[src/rtl/mem_image_writer.sv]
// mem_image_writer: dumps a block of 16-bit memory words as an ASCII load
// image (`*` start-PC record, `@` base record, one `-` record per word) on a
// byte-wide valid/ready character stream.
module mem_image_writer #(
  parameter int ADDR_W    = 16,
  parameter int COUNT_W   = 16,
  parameter int EMIT_STAR = 1
) (
  input  logic               clock,
  input  logic               reset_n,
  input  logic               start,
  input  logic [15:0]        start_pc,
  input  logic [ADDR_W-1:0]  base_addr,
  input  logic [COUNT_W-1:0] word_count,
  output logic               mem_rd,
  output logic [ADDR_W-1:0]  mem_addr,
  input  logic [15:0]        mem_rdata,
  output logic [7:0]         out_char,
  output logic               out_valid,
  input  logic               out_ready,
  output logic               busy,
  output logic               done
);

  typedef enum logic [2:0] {
    S_IDLE, S_STAR, S_AT, S_FETCH, S_WAIT, S_DATA, S_FINISH
  } state_t;

  state_t             state_reg;
  logic [2:0]         idx_reg;    // character position within the current record
  logic [15:0]        val_reg;    // value being formatted in the current record
  logic [ADDR_W-1:0]  addr_reg;   // next word address to read
  logic [COUNT_W-1:0] count_reg;  // words still to be dumped

  logic               xfer;
  logic               last;
  logic [ADDR_W-1:0]  base_even;
  logic [ADDR_W-1:0]  addr_next;

  assign xfer      = out_valid && out_ready;
  assign last      = (idx_reg == 3'd7);
  assign base_even = base_addr & ~ADDR_W'(1);
  assign addr_next = addr_reg + ADDR_W'(2);

  // Character n (1..7) of a record: six octal digits MSB first, then newline.
  // The first digit only carries bit 15.
  function automatic logic [7:0] record_char(input logic [15:0] v, input logic [2:0] n);
    logic [2:0] d;
    d = 3'd0;
    case (n)
      3'd1: d = {2'b00, v[15]};
      3'd2: d = v[14:12];
      3'd3: d = v[11:9];
      3'd4: d = v[8:6];
      3'd5: d = v[5:3];
      3'd6: d = v[2:0];
      default: d = 3'd0;
    endcase
    return (n == 3'd7) ? 8'h0A : (8'h30 + {5'b00000, d});
  endfunction

  // Dump sequencer: all outputs are registered and change only on state moves
  // or accepted characters, so out_char holds steady while the sink stalls.
  always_ff @(posedge clock or negedge reset_n) begin
    if (!reset_n) begin
      state_reg <= S_IDLE;
      idx_reg   <= 3'd0;
      val_reg   <= 16'd0;
      addr_reg  <= '0;
      count_reg <= '0;
      mem_rd    <= 1'b0;
      mem_addr  <= '0;
      out_char  <= 8'd0;
      out_valid <= 1'b0;
      busy      <= 1'b0;
      done      <= 1'b0;
    end else begin
      // Advance within a record; the newline transfer is handled per state.
      if (xfer && !last) begin
        idx_reg  <= idx_reg + 3'd1;
        out_char <= record_char(val_reg, idx_reg + 3'd1);
      end

      case (state_reg)
        S_IDLE: begin
          done <= 1'b0;
          if (start) begin
            addr_reg  <= base_even;
            count_reg <= word_count;
            busy      <= 1'b1;
            out_valid <= 1'b1;
            idx_reg   <= 3'd0;
            if (EMIT_STAR != 0) begin
              state_reg <= S_STAR;
              out_char  <= 8'h2A;
              val_reg   <= start_pc;
            end else begin
              state_reg <= S_AT;
              out_char  <= 8'h40;
              val_reg   <= 16'(base_even);
            end
          end
        end

        S_STAR: begin
          if (xfer && last) begin
            state_reg <= S_AT;
            idx_reg   <= 3'd0;
            out_char  <= 8'h40;
            val_reg   <= 16'(addr_reg);
          end
        end

        S_AT: begin
          if (xfer && last) begin
            idx_reg   <= 3'd0;
            out_valid <= 1'b0;
            if (count_reg != '0) begin
              state_reg <= S_FETCH;
              mem_rd    <= 1'b1;
              mem_addr  <= addr_reg;
            end else begin
              state_reg <= S_FINISH;
              done      <= 1'b1;
              busy      <= 1'b0;
            end
          end
        end

        S_FETCH: begin
          mem_rd    <= 1'b0;
          state_reg <= S_WAIT;
        end

        S_WAIT: begin
          val_reg   <= mem_rdata;
          out_char  <= 8'h2D;
          out_valid <= 1'b1;
          idx_reg   <= 3'd0;
          state_reg <= S_DATA;
        end

        S_DATA: begin
          if (xfer && last) begin
            idx_reg   <= 3'd0;
            out_valid <= 1'b0;
            count_reg <= count_reg - COUNT_W'(1);
            addr_reg  <= addr_next;
            if (count_reg != COUNT_W'(1)) begin
              state_reg <= S_FETCH;
              mem_rd    <= 1'b1;
              mem_addr  <= addr_next;
            end else begin
              state_reg <= S_FINISH;
              done      <= 1'b1;
              busy      <= 1'b0;
            end
          end
        end

        S_FINISH: begin
          done      <= 1'b0;
          state_reg <= S_IDLE;
        end

        default: state_reg <= S_IDLE;
      endcase
    end
  end

endmodule
[config.mk]
export PLATFORM = sky130hd
export DESIGN_NAME = mem_image_writer
export DESIGN_NICKNAME = d
export VERILOG_FILES = /design/src/rtl/mem_image_writer.sv
export SDC_FILE = /design/constraint.sdc
export NUM_CORES = 1
export LEC_CHECK = 0
export ABC_AREA = 1
export CAP_MARGIN = 15
export CORE_MARGIN = 1.5
export CORE_UTILIZATION = 52
export CTS_BUF_LIST = sky130_fd_sc_hd__clkbuf_8
export CTS_CLUSTER_SIZE = 16
export DETAILED_ROUTE_END_ITERATION = 8
export PLACE_DENSITY_LB_ADDON = 0.25
export SLEW_MARGIN = 20
export SYNTH_ARGS = -nofsm -noshare
export SYNTH_HDL_FRONTEND = slang
export SYNTH_SLANG_ARGS = --single-unit
export TNS_END_PERCENT = 100
[constraint.sdc]
create_clock -name clock -period 2.34 [get_ports clock]
set_clock_uncertainty 0.1 [all_clocks]
set_input_delay 0.468 -clock clock [delete_from_list [all_inputs] [get_ports clock]]
set_output_delay 0.468 -clock clock [all_outputs]
set_load 0.02 [all_outputs]
==> run summary <==
Register area share after synthesis = 39.9%
Top-area cell type share of the netlist area = 39.9%
Startpoint Class = register
Ports = 96
Synth area leaders = dfrtp_1 40%, nand2_1 16%, o21ai_0 7.0%
CP arrival = 2240 ps
WS Path Type = reg2reg
Remaining DRCs = 0
Rel. slew slack = 60.6%
Fin nets = 851
Antenna cells = 0
Clock Power Share = 14.6%
First-pass GRT wire length = 21.7 mm
Worst path required time = 2530 ps
Vias = 4895
Psw = 3.68 mW
Num CTS Buffers = 9
Final WS setup = 290 ps
CP startpoint = state_reg[0]
# port buffers = 93
F_max = 488 MHz
Critical R2R Capture = val_reg[3]
Worst Tran Pin Value = 592 ps
Worst setup EP type = register
FF-to-FF Start = state_reg[0]
Synth Warn # = 0
Initial drt markers = 229
Setup TNS = 0 ps
Status = completed
Cells after synthesis = 684
Hpwl dp = 9.47 mm
Routability congestion estimate = 0.892
Max-Cap Viols = 0
Synth unique cells = 38
Max rail drop VDD = 0.594 mV
Pin count of the biggest net entering global routing = 44
Fill count = 806
DIE WIDTH = 101 um
Starting Density = 54.1%
Most frequent cells in the layout = 219 x nand2_1, 92 x clkdlybuf4s50_1, 80 x dfrtp_1
Most common cell after layout, fill and taps aside = nand2_1
Pwr/cell area = 1230 mW/mm2
TritonCTS clock tree = done
Sequential cell fraction of total power = 31.8%
Worst reg-to-reg path cell count = 10
Post-CTS Setup Repair Bufs = 0
Vias in the first global route = 4794
Site row count = 35
WHS = 10.4 ps
Avg Inst Size Synth = 7.34 um2
Mapped Nets = 761
Final max-slew violation count = 0
Post-DRT Antenna Nets = 0
Clock Sinks = 80
Fraction of layout cells with a size suffix above 1 = 11.2%
Root Driver = clkbuf_8
Routed WL = 13.1 mm
WL/cell = 14.4 um
Remaining global-route overflow = 0
Chip Height = 101 um
R2R setup slack = 290 ps
CP max FO = 33
Combinational fraction of design power = 53.6%
Area leader, netlist = dfrtp_1
Internal Power = 3.99 mW
Worst hold path class = in2async
GR Util All Layers = 26.7%
P_leak = 2.95 nW
CTS clock-pin slew for the worst setup and hold paths = 80 ps
CTS Buffer Depth = 2
Post-CTS sizing = 0
Pre-CTS WS = 190 ps
DR pass1 iterations = 6
Final min period = 2050 ps
Initial antenna violation count = 0
CTS Hold Buffers Added = 0
P&R area growth vs syn = 24.2%
Area of the mapped netlist = 0.00502 mm2
Depth of the CTS H-tree = 3
Via density = 5.40
Skew-Pair Late Insertion Delay = 360 ps
Finish-stage setup viols = 0
Fin crit share = 87.6%
RSZ-0062 raised after global routing = no
Die area = 0.0103 mm2
Yosys reg bits = 80
Net Sw Frac = 47.9%
Core Region = 0.00928 mm2
Final Hold Viols = 0
-- cells in the mapped netlist, drive strengths merged --
| cell | n |
|---|---|
| conb | 1 |
| dfrtp | 80 |
| clkbuf | 5 |
| a31oi | 6 |
| nand2 | 238 |
| a22o | 2 |
| a21oi | 28 |
| o21ai | 89 |
| nand3b | 3 |
| o22ai | 7 |
| xor2 | 4 |
| ha | 9 |
| nand4 | 6 |
| nor3 | 4 |
| nand3 | 39 |
| inv | 61 |
| a22oi | 10 |
| a21boi | 1 |
| nor2 | 70 |
| buf | 19 |
| o211ai | 1 |
| o221ai | 1 |
-- power by group through the flow --
stage / registers, mW / clock network [mW] / logic [mW]
floorplan: 2.42 / 0 / 3.24
global placement: 2.43 / 0 / 3.95
detailed placement: 2.45 / 0 / 4.06
CTS: 2.43 / 1.12 / 4.10
global route: 2.51 / 1.17 / 4.60
finish: 2.44 / 1.12 / 4.11
-- per-stage QoR --
step	total power, mW	instances	util (%)	area (um2)
4_1_cts	7.65	907	67.2	6230
2_1_floorplan	5.66	684	-	5020
6_report	7.67	907	67.2	6230
5_1_grt	8.28	907	67.2	6230
3_3_place_gp	6.38	892	64.9	6030
3_5_place_dp	6.51	892	64.9	6030
-- worst max-delay path, stage by stage (launching register included) --
cell and delay (ps):
dfrtp_1 490, inv_2 110, nand2_4 110, nor2_8 80
nor2_4 390, nand2_2 140, nand2_4 130, nor2_8 50
inv_8 200, nand2_1 100, o21ai_2 60
-- final cells by class --
type	instances	area, um2	area share (%)
Tap cell	129	161	2.59
Timing Repair Buffer	103	1030	16.5
Clock buffer	9	124	1.99
Inverter	61	236	3.79
Clock inverter	6	85.1	1.36
Sequential cell	80	2000	32.1
Multi-Input combinational cell	519	2600	41.7
-- cells by family after synthesis --
family	count (synthesis)	synth area share, %
AO/OA/AOI/OAI	145	16.7
XOR/XNOR	4	0.698
adder cells (fa/ha/maj)	9	2.24
buffers and inverters	85	8.38
flip-flops	80	39.9
other	1	0.0747
AND/OR/NAND/NOR	360	32.0
-- per-layer routing --
layer	vias to the layer above	share of wire [%]	global-route usage, %
li1	2398	-	-
met1	2313	44	34.7
met2	165	48	45.4
met3	19	6.1	3.93
met4	0	1.5	9.83
met5	-	0	0
-- worst max path at each step --
stage | to
final | val_reg[3]
after global routing | val_reg[1]
after CTS | val_reg[3]
after detailed placement | mem_addr[12]
after global placement | mem_addr[6]
after floorplan | out_char[2]
(Power assumes the default switching activity.)
